File: config.mk
export PLATFORM = sky130hd
export DESIGN_NAME = verinject_injection_sequencer
export DESIGN_NICKNAME = d
export VERILOG_FILES = /design/src/rtl/verinject_pkg.sv /design/src/rtl/verinject_sched_fifo.sv /design/src/rtl/verinject_injection_sequencer.sv
export SDC_FILE = /design/constraint.sdc
export NUM_CORES = 1
export LEC_CHECK = 0
export CAP_MARGIN = 20
export CORE_ASPECT_RATIO = 2
export CORE_UTILIZATION = 48
export CTS_BUF_LIST = sky130_fd_sc_hd__clkbuf_4 sky130_fd_sc_hd__clkbuf_8
export CTS_CLUSTER_DIAMETER = 120
export DETAILED_ROUTE_END_ITERATION = 8
export GPL_ROUTABILITY_DRIVEN = 0
export HOLD_SLACK_MARGIN = 0.15
export MAX_ROUTING_LAYER = met4
export PLACE_DENSITY_LB_ADDON = 0.05
export SYNTH_ARGS = -nofsm -noshare
export SYNTH_HDL_FRONTEND = slang
export SYNTH_SLANG_ARGS = --single-unit
export TNS_END_PERCENT = 30
File: constraint.sdc
create_clock -name clock -period 7.9 [get_ports clock]
set_input_delay 0.79 -clock clock [delete_from_list [all_inputs] [get_ports clock]]
set_output_delay 0.79 -clock clock [all_outputs]
set_load 0.02 [all_outputs]
File: src/rtl/verinject_pkg.sv
// Shared types and constants for the fault-injection sequencer.
package verinject_pkg;

    typedef enum logic [1:0] {
        ST_IDLE = 2'd0,
        ST_RUN  = 2'd1,
        ST_DONE = 2'd2
    } seq_state_e;

    // "bit" is a keyword, so the target index field is named bit_index
    typedef struct packed {
        logic [31:0] cycle;
        logic [31:0] bit_index;
    } sched_entry_t;

    localparam logic [31:0] INJECTOR_IDLE_STATE = 32'hFFFF_FFFF;
    localparam int          ENTRY_W             = $bits(sched_entry_t);

endpackage

File: src/rtl/verinject_sched_fifo.sv
// Synchronous FIFO holding the injection schedule; occupancy flags come from registered pointers.
module verinject_sched_fifo #(
    parameter int DEPTH = 4,
    parameter int WIDTH = 64
) (
    input  logic             clock,
    input  logic             reset,
    input  logic             clear,
    input  logic             push,
    input  logic             pop,
    input  logic [WIDTH-1:0] wdata,
    output logic [WIDTH-1:0] rdata,
    output logic             full,
    output logic             empty
);
    localparam int AW = $clog2(DEPTH);

    logic [WIDTH-1:0] mem [DEPTH];
    logic [AW:0]      wr_ptr;
    logic [AW:0]      rd_ptr;
    logic             do_push;
    logic             do_pop;

    // Extra pointer bit distinguishes full from empty when the indices match
    assign empty   = (wr_ptr == rd_ptr);
    assign full    = (wr_ptr[AW] != rd_ptr[AW]) && (wr_ptr[AW-1:0] == rd_ptr[AW-1:0]);
    assign rdata   = mem[rd_ptr[AW-1:0]];
    assign do_push = push && !full && !clear;
    assign do_pop  = pop && !empty && !clear;

    always_ff @(posedge clock or posedge reset) begin
        if (reset) begin
            wr_ptr <= '0;
            rd_ptr <= '0;
        end else if (clear) begin
            wr_ptr <= '0;
            rd_ptr <= '0;
        end else begin
            if (do_push) wr_ptr <= wr_ptr + 1'b1;
            if (do_pop)  rd_ptr <= rd_ptr + 1'b1;
        end
    end

    always_ff @(posedge clock) begin
        if (do_push) mem[wr_ptr[AW-1:0]] <= wdata;
    end

endmodule

File: src/rtl/verinject_injection_sequencer.sv
// Replays queued {cycle, bit_index} entries onto the injector state bus, one
// injection per cycle, while a run is active.
module verinject_injection_sequencer
    import verinject_pkg::*;
#(
    parameter int          DEPTH      = 4,
    parameter int          TOTAL_BITS = 32,
    parameter logic [31:0] IDLE_STATE = INJECTOR_IDLE_STATE
) (
    input  logic        clock,
    input  logic        reset,
    input  logic        cfg_valid,
    output logic        cfg_ready,
    input  logic [31:0] cfg_cycle,
    input  logic [31:0] cfg_bit,
    input  logic        start,
    input  logic        stop,
    input  logic        flush,
    output logic [31:0] verinject__injector_state,
    output logic        busy,
    output logic        done,
    output logic [15:0] inject_count,
    output logic        err_bad_index
);
    // state   | meaning
    // ST_IDLE | waiting for start; queue may be loaded or flushed
    // ST_RUN  | cycle counter running, due entries popped onto the bus
    // ST_DONE | queue drained; holds until start, stop or flush
    seq_state_e   state;
    logic [31:0]  cycle_cnt;
    sched_entry_t head;
    sched_entry_t cfg_entry;
    logic         full;
    logic         empty;
    logic         accept;
    logic         bad_index;
    logic         push;
    logic         fire;
    logic         fifo_clear;

    assign cfg_ready  = !full;
    assign accept     = cfg_valid && !full;
    assign bad_index  = (cfg_bit >= 32'(TOTAL_BITS));
    assign push       = accept && !bad_index;
    assign fire       = (state == ST_RUN) && !stop && !empty && (head.cycle <= cycle_cnt);
    assign fifo_clear = flush && (state != ST_RUN);
    assign cfg_entry  = '{cycle: cfg_cycle, bit_index: cfg_bit};
    assign busy       = (state == ST_RUN);
    assign done       = (state == ST_DONE);

    verinject_sched_fifo #(
        .DEPTH (DEPTH),
        .WIDTH (ENTRY_W)
    ) u_fifo (
        .clock (clock),
        .reset (reset),
        .clear (fifo_clear),
        .push  (push),
        .pop   (fire),
        .wdata (cfg_entry),
        .rdata (head),
        .full  (full),
        .empty (empty)
    );

    always_ff @(posedge clock or posedge reset) begin
        if (reset) begin
            state                    <= ST_IDLE;
            cycle_cnt                <= '0;
            inject_count             <= '0;
            err_bad_index            <= 1'b0;
            verinject__injector_state <= IDLE_STATE;
        end else begin
            verinject__injector_state <= fire ? head.bit_index : IDLE_STATE;
            if (fire && inject_count != 16'hFFFF) inject_count <= inject_count + 16'd1;

            // A rejected entry in the same cycle as a flush still leaves the flag set
            if (fifo_clear)           err_bad_index <= 1'b0;
            if (accept && bad_index)  err_bad_index <= 1'b1;

            case (state)
                ST_IDLE, ST_DONE: begin
                    if (stop || flush) begin
                        state <= ST_IDLE;
                    end else if (start) begin
                        state        <= empty ? ST_DONE : ST_RUN;
                        cycle_cnt    <= '0;
                        inject_count <= '0;
                    end
                end
                ST_RUN: begin
                    if (cycle_cnt != 32'hFFFF_FFFF) cycle_cnt <= cycle_cnt + 32'd1;
                    if (stop)       state <= ST_IDLE;
                    else if (empty) state <= ST_DONE;
                end
                default: state <= ST_IDLE;
            endcase
        end
    end

endmodule

==> results.json <==
{
  "outcome": "complete, no violations",
  "route.antenna.remaining_nets": 0,
  "edff_count_synth": 256,
  "power_leakage_nw": 5.79,
  "cp.required_ns": 8.37,
  "placedCellCount": 1316,
  "post-dp-hpwl_um": 19600,
  "cts_tree": "done",
  "timing.critical_path.to": "u_fifo.rd_ptr[2]",
  "start_util_pct": 49.1,
  "mostFrequentLayoutCell": "sky130_fd_sc_hd__edfxtp_1",
  "hold_ws_ns": 0.503,
  "share_of_power_burned_in_registers_pct": 57.1,
  "drt_iter0_markers": 375,
  "p_per_area_mw_per_mm2": 203,
  "critical_path_data_arrival_time_ns": 5.26,
  "flop2flop_setup_slack_ns": 3.11,
  "detailed_place.area_mm2": 0.0158,
  "tns_ns": 0,
  "class_of_the_most_critical_hold_timing_path": "reg -> reg",
  "stdcell_area_mm2": 0.0168,
  "clock_tree.root_cell": "sky130_fd_sc_hd__clkbuf_8",
  "layout-drive-gt1-share_pct": 20.0,
  "multi_input_comb_area_mm2": 0.00400,
  "io-pin-count": 122,
  "internal_power_w": 0.00271,
  "areaGrowthSynthToFinish_pct": 18.5,
  "synthFlopType": "sky130_fd_sc_hd__edfxtp_1",
  "count_of_max_cap_constraint_violations": 0,
  "async_flop_share_pct": 25.8,
  "post_synth.cell_area_avg_um2": 16.6,
  "height_of_the_chip_um": 245,
  "p_clk_share_pct": 40.7,
  "final_net_count": 1117,
  "die-area_mm2": 0.0303,
  "finalSetupViolCount": 0,
  "sinks_on_the_clock_net": 345,
  "max_clock_freq_ghz": 0.209,
  "avgRoutedWirePerCell_um": 21.7,
  "clock_insertion_delay_worst_skew_ns": 0.59,
  "grt_pass1_wl_um": 47200,
  "synth_seq_cells": 345,
  "cts_made_buffers": 49,
  "timing.critical_path.from_type": "register",
  "hold_buffers": 0,
  "slew-limit-headroom_pct": 29.4,
  "setup.worst_path.start": "u_fifo.rd_ptr[1]",
  "criticalPathCategory": "reg -> reg",
  "final.setup.worst_slack_ns": 3.11,
  "mostFrequentLayoutCells": "sky130_fd_sc_hd__edfxtp_1 (256), sky130_fd_sc_hd__clkdlybuf4s50_1 (121), sky130_fd_sc_hd__mux4_2 (64), sky130_fd_sc_hd__clkbuf_8 (55), sky130_fd_sc_hd__dfrtp_1 (55)",
  "post_cts_repair_resize_count": 0,
  "reg2regPathDepth": 11,
  "synth_fp_nets": 964,
  "port-buffer-count": 121,
  "power.switching_fraction_pct": 20.5,
  "drc_errors": 0,
  "path_max_fanout": 36,
  "mappedNetlistArea_mm2": 0.0142,
  "worstReg2RegStart": "u_fifo.rd_ptr[1]",
  "seq_area_mm2": 0.00996,
  "viasPerCell": 5.65,
  "clock_path_buffers": 3,
  "grt_max_degree": 53,
  "timing.rr.end": "u_fifo.rd_ptr[2]",
  "worstSetupEndpointType": "register",
  "rsz_0062_raised_after_global_routing": "false",
  "combPwrFrac_pct": 2.2,
  "grt.total_usage_pct": 21.7,
  "peakVddDrop_uv": 151,
  "power_switching_w": 0.000702,
  "min_period_ns": 4.79,
  "detailedPlace.worstSlack_ns": 2.90,
  "drt-pass1-iter-count": 5,
  "timing.final.hold_violations": 0,
  "cts.htree.levels": 2,
  "final_critical_path_share_of_the_clock_period_pct": 60.6,
  "netlist_instances": 855,
  "grt_overflow_total": 0,
  "synthDistinctLibCells": 50,
  "fill_cells": 2239,
  "first_global_vias": 8771,
  "cts.repair_timing.setup_buffer_count": 0,
  "drv_slew": 0,
  "final_cells": 1410,
  "total_via_count_in_the_routed_design": 7967,
  "yosysSeqAreaShare_pct": 70.0,
  "core_mm2": 0.0290,
  "grt_antenna_before_repair": 1,
  "clock_transition_at_the_registers_of_the_reported_paths_ns": 0.07,
  "actual_transition_at_the_worst_max_transition_pin_ns": 1.06,
  "floorplan.rows": 88,
  "width_of_the_chip_um": 124,
  "totalWireLength_um": 30500,
  "timing.clock.skew_ns": 0.0215,
  "synth.yosys.warnings": 0
}
[flip-flops by register name, summed over array words and instances, names as in the netlist]
| name | flops |
|---|---|
| u_fifo.rd_ptr | 3 |
| verinject__injector_state | 32 |
| inject_count | 16 |
| state | 2 |
| u_fifo.wr_ptr | 3 |
| cycle_cnt | 32 |
| u_fifo.mem | 256 |
| err_bad_index | 1 |
[routing by layer]
metal  part of all wire (%)  vias up  track usage, %
met5                      0        -               -
met2                     55      218            38.6
met1                     37     4056            23.4
met3                    3.8       79            3.18
met4                    4.1        0            9.78
li1                       -     3614               -
[cell families after synthesis]
group / share of synthesized area, %
DFF: 70.0
and+or+nand+nor: 9.22
muxes: 10.7
AOI/OAI and AO/OA: 2.91
buffers and inverters: 1.98
adders and majority gates: 3.43
xor gates and xnor gates: 1.73
[cell type report]
type	instances	area share [%]
flip-flops and latches	345	59.1
multi-input cells	441	23.7
repair buffers	132	7.80
clock buffers	74	5.34
well taps	360	2.67
inverters	39	0.876
clock inverters	18	0.468
diodes	1	0.0149
[power groups by stage]
stage / sequential [W] / combinational (W) / clock, W
after global routing: 0.00195 / 0.0000807 / 0.00149
final: 0.00195 / 0.0000738 / 0.00139
after detailed placement: 0.00199 / 0.0000752 / 0
after global placement: 0.00199 / 0.0000715 / 0
after floorplan: 0.00199 / 0.0000136 / 0
after CTS: 0.00195 / 0.0000754 / 0.00143
[synth_stat cells, types with 5 or more instances]
cell / n / share of area [%]
sky130_fd_sc_hd__nand3_2: 6 / 0.42
sky130_fd_sc_hd__ha_1: 39 / 3.4
sky130_fd_sc_hd__mux2i_1: 8 / 0.56
sky130_fd_sc_hd__o21ai_0: 19 / 0.67
sky130_fd_sc_hd__nand2b_1: 35 / 1.5
sky130_fd_sc_hd__a21oi_1: 32 / 1.1
sky130_fd_sc_hd__dfstp_2: 32 / 5.9
sky130_fd_sc_hd__nand4_1: 18 / 0.79
sky130_fd_sc_hd__nor3_1: 13 / 0.46
sky130_fd_sc_hd__xor2_1: 5 / 0.31
sky130_fd_sc_hd__buf_2: 6 / 0.21
sky130_fd_sc_hd__xnor2_1: 23 / 1.4
sky130_fd_sc_hd__or3_1: 7 / 0.31
sky130_fd_sc_hd__dfrtp_1: 57 / 10
sky130_fd_sc_hd__mux4_2: 64 / 10
sky130_fd_sc_hd__and3_1: 17 / 0.75
sky130_fd_sc_hd__nand3_1: 29 / 1.0
sky130_fd_sc_hd__edfxtp_1: 256 / 54
sky130_fd_sc_hd__nor4_1: 8 / 0.35
sky130_fd_sc_hd__inv_1: 39 / 1.0
sky130_fd_sc_hd__clkbuf_1: 19 / 0.50
sky130_fd_sc_hd__nor2_1: 39 / 1.0
sky130_fd_sc_hd__and4_1: 5 / 0.31
sky130_fd_sc_hd__nand2_1: 34 / 0.90
sky130_fd_sc_hd__o31ai_1: 7 / 0.37
[per-stage QoR]
stage	power [W]	util (%)
floorplan	0.00200	-
global placement	0.00206	54.7
detailed placement	0.00206	54.7
CTS	0.00345	58.1
global route	0.00352	58.2
finish	0.00341	58.2
[worst min path at each step]
stage          slack [ns]  cells past startpoint               end        startpoint
6_report             0.50                      2     err_bad_index     err_bad_index
5_1_grt              0.54                      1      cycle_cnt[4]      cycle_cnt[4]
4_1_cts              0.51                      2     err_bad_index     err_bad_index
3_5_place_dp         0.49                      2     err_bad_index     err_bad_index
3_3_place_gp         0.47                      2     err_bad_index     err_bad_index
2_1_floorplan        0.46                      1  u_fifo.rd_ptr[2]  u_fifo.rd_ptr[2]
[worst max-delay path, stage by stage, from the launching register on]
cell                      delay (ns)
sky130_fd_sc_hd__dfrtp_2        0.90
sky130_fd_sc_hd__buf_4          0.62
sky130_fd_sc_hd__mux4_2         0.42
sky130_fd_sc_hd__ha_1           0.33
sky130_fd_sc_hd__nand4_1        0.17
sky130_fd_sc_hd__nor4_1         0.61
sky130_fd_sc_hd__and3_1         0.28
sky130_fd_sc_hd__a41oi_1        0.07
sky130_fd_sc_hd__nor3_2         0.48
sky130_fd_sc_hd__buf_4          0.49
sky130_fd_sc_hd__nand2_1        0.14
sky130_fd_sc_hd__mux2i_1        0.13
(Power assumes the default switching activity.)
==> RTL change 1 (same settings) <==
Set the parameter `TOTAL_BITS` to 24 (it was 32).
--- a/src/rtl/verinject_injection_sequencer.sv
+++ b/src/rtl/verinject_injection_sequencer.sv
@@ -5,5 +5,5 @@
 #(
     parameter int          DEPTH      = 4,
-    parameter int          TOTAL_BITS = 32,
+    parameter int          TOTAL_BITS = 24,
     parameter logic [31:0] IDLE_STATE = INJECTOR_IDLE_STATE
 ) (
Behaviour: not the same (a bounded check fails within 4 cycles, from zero or initial values and one cycle with reset high).
==> RTL change 1 against the unedited design <==
Global-route usage down 0.14 points; wire length down 1.9%; cell area up 0.46%; sequential cell count unchanged; sequential power about the same; setup slack worse by 210 ps; first-iteration DRC count down 8.5%; total power up 3.0%; area after synthesis about the same.
==> RTL change 1: results (changes against the unedited design) <==
[outcome]
outcome=finished clean

[worst_hold_path]
hold_class=flip-flop to flip-flop
hold_depth=2  ; unchanged

[yosys]
synth_fa_ha_area_share_pct=3.429  ; about the same
yosys-top-cells-area=edfxtp_1 (54%), mux4_2 (10%), dfrtp_1 (10%)
synth.area.mux_share_pct=10.76  ; +0.060 points
synth_xor_area_share_pct=2.093  ; +0.37 points
synthArstFlopShare_pct=25.80  ; unchanged
yosysUniqueCellTypes=53  ; +6.0%
syn_inst=859  ; +0.47%
ys.warnings.count=0  ; unchanged
synth-seq-area-share_pct=69.96  ; about the same
synthTopCellsByCount=edfxtp_1 (256), mux4_2 (64), dfrtp_1 (57), nand2_1 (46), nor2_1 (46)
synth_edf_count=256  ; unchanged
syn-num-nets=968  ; +0.41%
synth_compound_area_share_pct=2.603  ; -0.31 points

[global_route]
grt_pass1_vias=8481  ; -3.3%
grt_use_total_pct=21.58  ; -0.14 points
grt_max_degree=65  ; +23%
grt_pass1_wl_mm=46.77  ; -0.82%
antenna_found_initial=2  ; +1

[placed_design]
placed_area_um2=15860  ; +0.13%
post-place-cells=1320  ; +0.30%
place_hpwl_mm=19.07  ; -2.5%
port_buffers=121  ; unchanged

[final_layout]
drive_gt1_share_pct=19.96  ; -0.057 points
largest_register_ffs=256  ; unchanged
fillCellCount=2341  ; +4.6%
nNetsFinal=1120  ; +0.27%

[cts]
clock_path_buffers=3  ; unchanged
cts_resized=0  ; unchanged
clk-insertion-delay-late_ps=590  ; about the same
cts_buffers=49  ; unchanged
clk_pin_slew_worst_paths_ps=70  ; about the same
h-tree-depth=2  ; unchanged
cts-root-buf=clkbuf_8
cts_setup_buffers=0  ; unchanged

[power]
ir_worst_vdd_mv=0.1614  ; +6.6%
leakage_uw=0.005798  ; +0.18%

[routing]
drtIter0Drc=343  ; -8.5%
dr.pass1.iters=4  ; -1
viasPerCell=5.558  ; -1.6%
via_count=7859  ; -1.4%
finalWirelength_mm=29.97  ; -1.9%

[critical_path]
cpPeakStageDelay_ps=790  ; -110 ps
cp_max_fo=36  ; unchanged
worstPathArrival_ps=5470  ; +210 ps
cp_slowest_cell=nor3_4
rr_worst_depth=11  ; unchanged

[timing]
fin_skew_ps=25.49  ; +3.943 ps
tightest_slew_ps=1067  ; +8.196 ps

-- RTL change 1: changes by cell type after synthesis, sizes merged, moves of 7 or more --
cell,delta
nand2,+13
o21ai,-8
a21oi,-12
nor4,+8
nand3,-17
nor2,+8
xnor2,+7
-- RTL change 1: cells by family after synthesis --
family	after synthesis
flops	345
xor+xnor	34
buf+inv	71
fa+ha+maj	39
mux	73
simple gates	242
compound gates	55
-- RTL change 1: cell type report --
type / instances / area [um2] / share of cell area [%]
Tap cell: 360 / 450.4 / 2.661
Sequential cell: 345 / 9960 / 58.85
Timing Repair Buffer: 128 / 1264 / 7.467
Multi-Input combinational cell: 443 / 4019 / 23.75
Clock buffer: 68 / 860.8 / 5.086
Inverter: 44 / 166.4 / 0.9832
Clock inverter: 24 / 200.2 / 1.183
Antenna cell: 2 / 5.005 / 0.02957
-- RTL change 1: through the flow --
stage                     setup slack (ps)  util, %
after floorplan                       4107        -
after global routing                  2532    58.45
after detailed placement              2818    54.77
after global placement                2905    54.77
final                                 2897    58.45
after CTS                             2837    58.43
-- RTL change 1: path summary, 6_finish.rpt --
path / slack (ps) / start / endpoint
max: 2900 / u_fifo.rd_ptr[0]$_DFFE_PP0P_ / u_fifo.rd_ptr[2]$_DFFE_PP0P_
min: 490 / err_bad_index$_DFFE_PP0P_ / err_bad_index$_DFFE_PP0P_
max reg2reg: 2900 / u_fifo.rd_ptr[0]$_DFFE_PP0P_ / u_fifo.rd_ptr[2]$_DFFE_PP0P_
min reg2reg: 490 / err_bad_index$_DFFE_PP0P_ / err_bad_index$_DFFE_PP0P_
max in group asynchronous: 6050 / reset / u_fifo.rd_ptr[0]$_DFFE_PP0P_
min in group asynchronous: 660 / reset / cycle_cnt[15]$_DFFE_PP0P_
-- RTL change 1: worst max-delay path, delay by kind of cell (launching register included) --
kind	cells	cell delay, ps
buffers and inverters	2	1130
muxes	2	720
DFF	1	680
AOI/OAI and AO/OA	1	100
adders and majority gates	1	320
and+or+nand+nor	5	1930
-- RTL change 1: power by group --
group / total [uW] / internal (uW) / leakage, uW / switching (uW)
clock: 1490 / 811 / 0.000557 / 680
sequential: 1950 / 1950 / 0.00343 / 0.733
combinational: 75.9 / 35.3 / 0.00182 / 40.5
total: 3520 / 2800 / 0.00580 / 722
-- RTL change 1: routing by layer --
layer  global-route usage [%]  wire length [um]  up-vias
met4                    7.371               769        0
li1                         -                 -     3606
met2                    39.53             17120      180
met1                    22.72             10850     4018
met3                    3.757              1232       55
met5                        -                 0        -
==> RTL change 2 (same settings) <==
Without the edit above. Add an input register stage for `cfg_valid`, `cfg_cycle` and `cfg_bit`, with the module's reset; this delays them by one clock. The other inputs are not delayed to match.
--- a/src/rtl/verinject_injection_sequencer.sv
+++ b/src/rtl/verinject_injection_sequencer.sv
@@ -23,4 +23,20 @@
     output logic        err_bad_index
 );
+
+    logic cfg_valid_q;
+    logic [31:0] cfg_cycle_q;
+    logic [31:0] cfg_bit_q;
+
+    always_ff @(posedge clock or posedge reset) begin
+        if (reset) begin
+            cfg_valid_q <= '0;
+            cfg_cycle_q <= '0;
+            cfg_bit_q   <= '0;
+        end else begin
+            cfg_valid_q <= cfg_valid;
+            cfg_cycle_q <= cfg_cycle;
+            cfg_bit_q   <= cfg_bit;
+        end
+    end
     // state   | meaning
     // ST_IDLE | waiting for start; queue may be loaded or flushed
@@ -40,10 +56,10 @@
 
     assign cfg_ready  = !full;
-    assign accept     = cfg_valid && !full;
-    assign bad_index  = (cfg_bit >= 32'(TOTAL_BITS));
+    assign accept     = cfg_valid_q && !full;
+    assign bad_index  = (cfg_bit_q >= 32'(TOTAL_BITS));
     assign push       = accept && !bad_index;
     assign fire       = (state == ST_RUN) && !stop && !empty && (head.cycle <= cycle_cnt);
     assign fifo_clear = flush && (state != ST_RUN);
-    assign cfg_entry  = '{cycle: cfg_cycle, bit_index: cfg_bit};
+    assign cfg_entry  = '{cycle: cfg_cycle_q, bit_index: cfg_bit_q};
     assign busy       = (state == ST_RUN);
     assign done       = (state == ST_DONE);
Check against the original RTL: not equivalent (a bounded check fails within 4 cycles, from zero or initial values and one cycle with reset high).
==> RTL change 2 against the unedited design <==
Core utilization shrank 1.1 points; cell area is 11% higher; wire length up 5.8%; sequential share of layout area increased by 2.8 points; critical path depth decreased by 1; area after synthesis increased by 12%; setup slack worse by 110 ps; sequential cell count is 65 higher; total power is 17% higher; highest routed layer unchanged.
==> RTL change 2: results (changes against the unedited design) <==
[outcome]
outcome=finished clean

[cts]
cts_setup_buffers=0  ; unchanged
cts_sinks=410  ; +19%
clk_pin_slew_worst_paths_ps=70  ; about the same
clk-insertion-delay-late_ps=600
cts_buffers=55  ; +12%
h-tree-depth=2  ; unchanged
cts-root-buf=clkbuf_8
clock_path_buffers=3  ; unchanged
cts_resized=0  ; unchanged

[routing]
drcViolationCount=0  ; unchanged
wl_per_cell_um=20.69  ; -4.5%
dr.pass1.iters=4  ; -1
via_count=8473  ; +6.4%
drtIter0Drc=365  ; -2.7%

[yosys]
synthArstFlopShare_pct=37.56  ; +12 points
synth-seq-area-share_pct=72.75  ; +2.7 points
syn-num-nets=1033  ; +7.2%
yosys-top-cells-area=edfxtp_1 (48%), dfrtp_1 (19%), mux4_2 (9.1%)
yosysTopAreaCellShare_pct=48.29  ; -5.8 points
ys.warnings.count=0  ; unchanged
yosysUniqueCellTypes=62  ; +24%
synth_edf_count=256  ; unchanged
synthTopCellsByCount=edfxtp_1 (256), dfrtp_1 (122), mux4_2 (64), ha_1 (39), nand2_1 (39)

[placed_design]
place_hpwl_mm=20.58  ; +5.2%
port_buffers=121  ; unchanged

[critical_path]
worstPathArrival_ps=5420  ; +160 ps
cp_slowest_cell=dfrtp_4
cp-startpoint=u_fifo.rd_ptr[0]$_DFFE_PP0P_
cp_max_fo=45  ; +25%
cpPeakStageDelay_ps=1050  ; +150 ps

[power]
ir_worst_vdd_mv=0.1797  ; +19%
leakage_uw=0.006521  ; +13%

[timing]
setup_viol=0  ; unchanged
slew_headroom_pct=36.19  ; +6.8 points
fin_skew_ps=17.76  ; -3.788 ps

[final_layout]
largest_register_ffs=256  ; unchanged
num_antenna_cells=0  ; -1
nNetsFinal=1192  ; +6.7%
drive_gt1_share_pct=20.09  ; +0.069 points

[global_route]
antenna_found_initial=0  ; -1
grt_max_degree=61  ; +15%
grt_pass1_vias=9077  ; +3.5%
grt_pass1_wl_mm=49.76  ; +5.5%
grt_use_total_pct=20.68  ; -1.0 points

[worst_hold_path]
worstHoldStart=cfg_cycle_q[4]$_DFF_PP0_
hold_class=flip-flop to flip-flop

==> RTL change 2: cell families after synthesis <==
logic type,share of synthesized area (%)
multiplexers,9.691
buffers and inverters,1.933
AO/OA/AOI/OAI,3.230
AND/OR/NAND/NOR,7.899
XOR/XNOR,1.430
adder cells (fa/ha/maj),3.065
flip-flops,72.75
==> RTL change 2: routing by layer <==
layer  wire, um  part of all wire (%)  global-route usage, %  vias to the layer above
met3       1114                   3.4                  3.071                       76
met4       1053                   3.3                  7.886                        0
met2      18320                    57                  38.02                      181
met1      11830                    37                  21.76                     4337
li1           -                     -                      -                     3879
met5          0                     0                      -                        -
==> RTL change 2: report_power, final <==
group | switching, uW | leakage [uW] | internal, uW
Sequential | 23.0 | 0.00418 | 2300
Clock | 766 | 0.000601 | 822
Combinational | 33.9 | 0.00174 | 36.8
==> RTL change 2: area by class of cell <==
class / instances / area (um2)
inverter: 37 / 143.9
tap: 432 / 540.5
sequential: 410 / 11590
timing repair buffer: 132 / 1294
multi-input combinational: 447 / 4041
fill: 2580 / 14090
clock inverter: 27 / 153.9
clock buffer: 77 / 959.7
==> RTL change 2: worst paths after layout <==
kind,end,slack [ps],cells past startpoint
max in group asynchronous,u_fifo.rd_ptr[1]$_DFFE_PP0P_,5400,4
worst min register to register,u_fifo.mem[2][36]$_DFFE_PP_,490,0
min in group asynchronous,cfg_bit_q[19]$_DFF_PP0_,630,2
worst max register to register,inject_count[14]$_DFF_PP0_,3000,10
worst max-delay path,inject_count[14]$_DFF_PP0_,3000,10
worst min-delay path,u_fifo.mem[2][36]$_DFFE_PP_,490,0
==> RTL change 2: worst max-delay path: cells and delay by family, from the launching register on <==
kind | cells | cell delay, ps
compound gates | 5 | 1210
buf+inv | 1 | 570
fa+ha+maj | 1 | 320
simple gates | 2 | 1050
mux | 1 | 570
flops | 1 | 1050
==> RTL change 2: metrics by stage <==
step	area (um2)	util [%]	hold WS, ps	std cells	setup WS, ps
detailed placement	17610	53.65	480.8	1458	2803
global route	18720	57.05	505.5	1562	2507
floorplan	15920	-	446.6	924	3013
CTS	18720	57.05	493.4	1562	2798
global placement	17610	53.65	468.2	1458	2831
finish	18720	57.05	487.9	1562	2998
